File: src/rtl/audio_codec_slave.sv
// audio_codec_slave: codec-side endpoint of a 16-bit left-justified serial audio link, all on iCLK_18_4.
// Define AUDIO_SLAVE_FRAME_CHECK_EN to report channel halves cut short by an early LRCK edge.
module audio_codec_slave #(
  parameter int DATA_WIDTH = 16
) (
  input  logic                  iCLK_18_4,
  input  logic                  iRST_N,
  input  logic                  iAUD_BCLK,
  input  logic                  iAUD_LRCK,
  input  logic                  iAUD_DACDAT,
  output logic                  oAUD_ADCDAT,
  input  logic [DATA_WIDTH-1:0] iADC_L,
  input  logic [DATA_WIDTH-1:0] iADC_R,
  output logic                  oADC_REQ,
  output logic [DATA_WIDTH-1:0] oDAC_L,
  output logic [DATA_WIDTH-1:0] oDAC_R,
  output logic                  oDAC_VALID,
  output logic                  oFRAME_ERR
);

  typedef enum logic [1:0] {ST_WAIT, ST_SHIFT, ST_FULL} rx_state_e;
  localparam logic [4:0] BIT_LAST = 5'(DATA_WIDTH);

  // Pin pipeline bit order: [0] BCLK, [1] LRCK, [2] DACDAT.
  logic [2:0] sync1_q, sync2_q, hist_q;
  logic       bclk_rise_d, bclk_fall_d, lrck_edge_d;
  logic       bclk_rise_q, bclk_fall_q, lrck_edge_q;
  logic       lrck_lvl, dac_bit;

  rx_state_e             state_d, state_q;
  logic [4:0]            cnt_d, cnt_q;
  logic [DATA_WIDTH-1:0] rx_d, rx_q;
  logic                  chan_left_d, chan_left_q;
  logic [DATA_WIDTH-1:0] pend_l_d, pend_l_q;
  logic                  left_seen_d, left_seen_q;
  logic [DATA_WIDTH-1:0] dac_l_d, dac_l_q, dac_r_d, dac_r_q;
  logic                  dac_valid_d, dac_valid_q;
  logic                  adc_req_d, adc_req_q;
  logic [DATA_WIDTH-1:0] hold_l_d, hold_l_q, hold_r_d, hold_r_q;
  logic [DATA_WIDTH-1:0] tx_d, tx_q;
`ifdef AUDIO_SLAVE_FRAME_CHECK_EN
  logic                  frame_err_d, frame_err_q;
`endif

  // NOTE: synchronizer and history flops are left unreset so they keep tracking the pins
  // during reset; otherwise release would manufacture a false BCLK/LRCK edge.
  always_ff @(posedge iCLK_18_4) begin
    sync1_q <= {iAUD_DACDAT, iAUD_LRCK, iAUD_BCLK};
    sync2_q <= sync1_q;
    hist_q  <= sync2_q;
  end

  always_comb begin
    bclk_rise_d = sync2_q[0] & ~hist_q[0];
    bclk_fall_d = ~sync2_q[0] & hist_q[0];
    lrck_edge_d = sync2_q[1] ^ hist_q[1];
  end

  // The history flops lag by one cycle, which lines them up with the registered edge flags.
  assign lrck_lvl = hist_q[1];
  assign dac_bit  = hist_q[2];

  always_comb begin
    // NOTE: every _d takes its hold value first so no latch is inferred; this block uses
    // blocking assignments, the register block below uses non-blocking only.
    state_d     = state_q;
    cnt_d       = cnt_q;
    rx_d        = rx_q;
    chan_left_d = chan_left_q;
    pend_l_d    = pend_l_q;
    left_seen_d = left_seen_q;
    dac_l_d     = dac_l_q;
    dac_r_d     = dac_r_q;
    dac_valid_d = 1'b0;
    adc_req_d   = 1'b0;
    hold_l_d    = hold_l_q;
    hold_r_d    = hold_r_q;
    tx_d        = tx_q;
`ifdef AUDIO_SLAVE_FRAME_CHECK_EN
    frame_err_d = 1'b0;
`endif

    if (lrck_edge_q) begin
      if (state_q == ST_SHIFT) begin
        left_seen_d = 1'b0;
`ifdef AUDIO_SLAVE_FRAME_CHECK_EN
        frame_err_d = 1'b1;
`endif
      end
      state_d     = ST_SHIFT;
      cnt_d       = '0;
      rx_d        = '0;
      chan_left_d = lrck_lvl;
    end

    // Tested against state_d so a rising BCLK coincident with LRCK becomes the new half's MSB.
    if (bclk_rise_q && state_d == ST_SHIFT) begin
      rx_d  = {rx_d[DATA_WIDTH-2:0], dac_bit};
      cnt_d = cnt_d + 5'd1;
      if (cnt_d == BIT_LAST) begin
        state_d = ST_FULL;
        if (chan_left_d) begin
          pend_l_d    = rx_d;
          left_seen_d = 1'b1;
        end else if (left_seen_d) begin
          dac_l_d     = pend_l_q;
          dac_r_d     = rx_d;
          dac_valid_d = 1'b1;
          left_seen_d = 1'b0;
        end
      end
    end

    if (lrck_edge_q) begin
      if (lrck_lvl) begin
        hold_l_d  = iADC_L;
        hold_r_d  = iADC_R;
        adc_req_d = 1'b1;
        tx_d      = iADC_L;
      end else begin
        tx_d = hold_r_q;
      end
    end else if (bclk_fall_q) begin
      tx_d = {tx_q[DATA_WIDTH-2:0], 1'b0};
    end
  end

  always_ff @(posedge iCLK_18_4) begin
    if (!iRST_N) begin
      bclk_rise_q <= 1'b0;
      bclk_fall_q <= 1'b0;
      lrck_edge_q <= 1'b0;
      state_q     <= ST_WAIT;
      cnt_q       <= '0;
      rx_q        <= '0;
      chan_left_q <= 1'b0;
      pend_l_q    <= '0;
      left_seen_q <= 1'b0;
      dac_l_q     <= '0;
      dac_r_q     <= '0;
      dac_valid_q <= 1'b0;
      adc_req_q   <= 1'b0;
      hold_l_q    <= '0;
      hold_r_q    <= '0;
      tx_q        <= '0;
`ifdef AUDIO_SLAVE_FRAME_CHECK_EN
      frame_err_q <= 1'b0;
`endif
    end else begin
      bclk_rise_q <= bclk_rise_d;
      bclk_fall_q <= bclk_fall_d;
      lrck_edge_q <= lrck_edge_d;
      state_q     <= state_d;
      cnt_q       <= cnt_d;
      rx_q        <= rx_d;
      chan_left_q <= chan_left_d;
      pend_l_q    <= pend_l_d;
      left_seen_q <= left_seen_d;
      dac_l_q     <= dac_l_d;
      dac_r_q     <= dac_r_d;
      dac_valid_q <= dac_valid_d;
      adc_req_q   <= adc_req_d;
      hold_l_q    <= hold_l_d;
      hold_r_q    <= hold_r_d;
      tx_q        <= tx_d;
`ifdef AUDIO_SLAVE_FRAME_CHECK_EN
      frame_err_q <= frame_err_d;
`endif
    end
  end

  assign oAUD_ADCDAT = tx_q[DATA_WIDTH-1];
  assign oADC_REQ    = adc_req_q;
  assign oDAC_L      = dac_l_q;
  assign oDAC_R      = dac_r_q;
  assign oDAC_VALID  = dac_valid_q;
`ifdef AUDIO_SLAVE_FRAME_CHECK_EN
  assign oFRAME_ERR  = frame_err_q;
`else
  assign oFRAME_ERR  = 1'b0;
`endif

endmodule

File: config.mk
export PLATFORM = sky130hd
export DESIGN_NAME = audio_codec_slave
export DESIGN_NICKNAME = d
export VERILOG_FILES = /design/src/rtl/audio_codec_slave.sv
export SDC_FILE = /design/constraint.sdc
export NUM_CORES = 1
export LEC_CHECK = 0
export CORE_MARGIN = 3
export CORE_UTILIZATION = 53
export CTS_CLUSTER_DIAMETER = 100
export DETAILED_ROUTE_END_ITERATION = 10
export PLACE_DENSITY = 0.79
export SETUP_SLACK_MARGIN = 0.02
export SLEW_MARGIN = 15
export SYNTH_ARGS = -nofsm -noshare
export SYNTH_HDL_FRONTEND = slang
export SYNTH_SLANG_ARGS = --single-unit
File: constraint.sdc
create_clock -name iCLK_18_4 -period 1.9 [get_ports iCLK_18_4]
set_input_delay 0.19 -clock iCLK_18_4 [delete_from_list [all_inputs] [get_ports iCLK_18_4]]
set_output_delay 0.19 -clock iCLK_18_4 [all_outputs]
set_load 0.03 [all_outputs]
==> run_summary.xml <==
<?xml version="1.0" encoding="UTF-8"?>
<metrics>
  <group name="critical_path">
    <metric name="worstPathRequired" unit="ps">1710</metric>
    <metric name="crit_path_cell_trace" unit="">clkdlybuf4s50_1</metric>
    <metric name="max_stage_delay" unit="ps">690</metric>
    <metric name="timing.rr.start" unit="">state_q[1]</metric>
    <metric name="critical_path_arrival" unit="ps">1550</metric>
    <metric name="critical_path.endpoint_type" unit="">output pin</metric>
    <metric name="worst-path-stages" unit="">1</metric>
    <metric name="reg2regPathDepth" unit="">4</metric>
    <metric name="timing.critical_path.slowest_stage_cell" unit="">clkdlybuf4s50_1</metric>
    <metric name="r2r_setup_slack" unit="ps">300</metric>
    <metric name="cpLargestDelayFamily" unit="">buffers and inverters</metric>
    <metric name="worst_r2r_endpoint" unit="">pend_l_q[1]</metric>
    <metric name="criticalPathCategory" unit="">flop to output pin</metric>
    <metric name="critical_path_launch_point_type" unit="">flop</metric>
    <metric name="cp_num_buf_inv" unit="">1</metric>
    <metric name="timing.critical_path.fanout_max" unit="">2</metric>
  </group>
  <group name="detailed_routing">
    <metric name="remaining_drc_errors" unit="">0</metric>
    <metric name="drt-pass1-iter-count" unit="">4</metric>
    <metric name="routed_wirelength" unit="mm">9.13</metric>
    <metric name="wirelength_per_cell" unit="µm">13.5</metric>
    <metric name="drtIter0Drc" unit="">131</metric>
    <metric name="vias" unit="">3434</metric>
    <metric name="drt.antenna.violating_nets" unit="">0</metric>
    <metric name="avgViaCountPerCell" unit="">5.07</metric>
  </group>
  <group name="die">
    <metric name="die_x" unit="µm">99.1</metric>
    <metric name="rows" unit="">33</metric>
    <metric name="initial_utilization" unit="">0.554</metric>
    <metric name="ios" unit="">73</metric>
    <metric name="die_height" unit="µm">99.1</metric>
    <metric name="fp.coreArea" unit="µm²">8300</metric>
    <metric name="fp.dieArea" unit="µm²">9820</metric>
  </group>
  <group name="global_routing">
    <metric name="gr-total-overflow" unit="">0</metric>
    <metric name="grt_max_degree" unit="">38</metric>
    <metric name="grt_antenna_before_repair" unit="">0</metric>
    <metric name="globalRouteTotalUtil" unit="">0.196</metric>
    <metric name="grt_first_pass_wirelength" unit="mm">15.4</metric>
    <metric name="grt_pass1_vias" unit="">3357</metric>
  </group>
  <group name="run_status">
    <metric name="run_status" unit="">finished, final reports clean</metric>
  </group>
  <group name="timing">
    <metric name="hold_violations" unit="">0</metric>
    <metric name="fmax" unit="GHz">0.576</metric>
    <metric name="final-max-slew-violation-count" unit="">0</metric>
    <metric name="setup-tns-final" unit="ps">0</metric>
    <metric name="grt_setup_unrepaired" unit="">false</metric>
    <metric name="final.min_clock_period" unit="ps">1740</metric>
    <metric name="number_of_failing_setup_endpoints_in_the_final_timing_report" unit="">0</metric>
    <metric name="timing.max_slew.rel_slack" unit="">0.606</metric>
    <metric name="fin_skew" unit="ps">11.2</metric>
    <metric name="final.period_utilization" unit="">0.913</metric>
    <metric name="max_slew.worst_pin.slew" unit="ps">589</metric>
  </group>
  <group name="flow_run">
    <metric name="cap_viol_max_count" unit="">0</metric>
  </group>
  <group name="min_path">
    <metric name="hold_path_end" unit="">tx_q[0]</metric>
    <metric name="hp-start" unit="">iRST_N</metric>
    <metric name="hold_path_class" unit="">input port to flop</metric>
    <metric name="min_delay_path_depth" unit="">2</metric>
  </group>
  <group name="cts">
    <metric name="insertion_delay" unit="ps">510</metric>
    <metric name="postCtsSetupBuffers" unit="">0</metric>
    <metric name="tritoncts" unit="">built</metric>
    <metric name="clock_sinks" unit="">118</metric>
    <metric name="clockBufferDepth" unit="">2</metric>
    <metric name="h-tree-depth" unit="">4</metric>
    <metric name="number_of_buffers_added_by_the_clock_tree_synthesis_step" unit="">17</metric>
    <metric name="cts_root_cell" unit="">clkbuf_8</metric>
    <metric name="ctsHoldBuffers" unit="">0</metric>
    <metric name="cts_resized" unit="">0</metric>
    <metric name="cts.clk_slew.worst_paths" unit="ps">60</metric>
  </group>
  <group name="power">
    <metric name="power.ir.vdd_worst" unit="mV">0.820</metric>
    <metric name="p_per_cell_area" unit="nW/µm²">979</metric>
    <metric name="power" unit="W">0.00579</metric>
    <metric name="total_leakage_power" unit="nW">2.54</metric>
  </group>
  <group name="logic_synthesis">
    <metric name="synth.yosys.warnings" unit="">0</metric>
    <metric name="postSynth.topFlopCell" unit="">dfxtp_1</metric>
    <metric name="syn_nets" unit="">525</metric>
    <metric name="async_flop_share" unit="">0</metric>
    <metric name="syn_area_per_cell" unit="µm²">9.41</metric>
    <metric name="synth_edf_count" unit="">0</metric>
    <metric name="synth.cell_area" unit="µm²">4590</metric>
    <metric name="synth.yosys.seq_area_share" unit="">0.514</metric>
    <metric name="postSynthRegisterBits" unit="">118</metric>
    <metric name="yosys.cell_types.count" unit="">41</metric>
    <metric name="syn_inst" unit="">488</metric>
  </group>
  <group name="final_layout">
    <metric name="fillCellCount" unit="">612</metric>
    <metric name="n_antenna_cell" unit="">0</metric>
    <metric name="synthToLayoutAreaGrowth" unit="%">28.6</metric>
    <metric name="layout-drive-gt1-share" unit="">0.0909</metric>
    <metric name="final_nets" unit="">596</metric>
  </group>
  <group name="placed_design">
    <metric name="gp_routability_congestion" unit="">0.891</metric>
    <metric name="io_buf_count" unit="">71</metric>
    <metric name="detailedPlacementHpwl" unit="mm">6.08</metric>
  </group>
</metrics>
==> synthesized netlist by cell type, types with 3 or more instances <==
master    instances  share of area
nand2_1         161           0.13
dfxtp_1         118           0.51
mux2i_1          79           0.17
a21boi_0         17          0.028
a21oi_1          17          0.019
clkbuf_1         17          0.014
and3_1           16          0.022
buf_2             7         0.0076
nor2_1            6         0.0049
and2_1            4         0.0054
buf_6             4         0.0098
nor2b_1           4         0.0054
inv_1             3         0.0025
xnor2_1           3         0.0057
==> where the power goes <==
group	internal (W)	total (W)	switching, W
clock network	0.00173	0.00287	0.00114
registers	0.00254	0.00257	0.0000330
logic	0.000168	0.000345	0.000176
total	0.00443	0.00579	0.00135
==> layer usage <==
layer	part of all wire	up-vias	GRT usage
met5	0	-	0
met2	0.49	91	0.338
met3	0.058	12	0.0645
li1	-	1764	-
met1	0.44	1567	0.226
met4	0.015	0	0.0756
==> flip-flops by register name (all words and copies together), names as in the netlist, 2 cells and up <==
name	flops
oDAC_L	16
state_q	2
oDAC_R	16
rx_q	15
hist_q	3
hold_r_q	16
tx_q	16
cnt_q	5
sync1_q	3
sync2_q	3
pend_l_q	16
==> through the flow <==
stage	worst slack, ps	instances	area, µm²	util	hold slack (ps)
finish	165	677	5910	0.712	29.5
global route	96.4	677	5910	0.712	37.9
CTS	121	677	5910	0.712	4.70
detailed placement	143	645	5360	0.646	313
global placement	234	645	5360	0.646	311
floorplan	429	488	4590	-	218
==> logic make-up (layout without fill, tap and decap cells) <==
| family | after synthesis | after routing | synth area share |
|---|---|---|---|
| DFF | 118 | 118 | 0.514 |
| AOI/OAI and AO/OA | 43 | 43 | 0.0602 |
| xor gates and xnor gates | 5 | 5 | 0.00953 |
| and+or+nand+nor | 207 | 207 | 0.201 |
| buffers and inverters | 35 | 119 | 0.0422 |
| other | 1 | 1 | 0.000816 |
| muxes | 79 | 79 | 0.172 |
==> final cells by class <==
type / count / area [µm²] / share of cell area
flip-flops and latches: 118 / 2360 / 0.400
multi-input cells: 335 / 2040 / 0.346
repair buffers: 84 / 816 / 0.138
clock buffers: 17 / 414 / 0.0701
clock inverters: 15 / 133 / 0.0224
well taps: 105 / 131 / 0.0222
inverters: 3 / 11.3 / 0.00191
==> worst max path at each step <==
stage	from	endpoint	slack, ps
final	tx_q[15]	oAUD_ADCDAT	160
after CTS	state_q[1]	pend_l_q[14]	120
after floorplan	lrck_edge_q	pend_l_q[12]	430
after global routing	oDAC_R[0]	oDAC_R[0]	100
after detailed placement	state_q[1]	pend_l_q[1]	140
after global placement	state_q[1]	pend_l_q[4]	230
==> cells in the final DEF, fill, tap and decap left out, types with 2 or more instances in the layout <==
master	n
a21boi_0	17
a21oi_1	17
and2_1	4
and3_1	16
buf_4	12
clkbuf_16	16
clkdlybuf4s50_1	70
clkinv_2	4
clkinv_4	5
clkinvlp_4	4
dfxtp_1	118
inv_1	3
mux2i_1	79
nand2_1	161
nand2b_4	2
nand3b_1	2
nor2_1	6
nor2b_1	4
o21a_1	2
o21ai_0	2
xnor2_1	3
xor2_1	2
(Power assumes the default switching activity.)
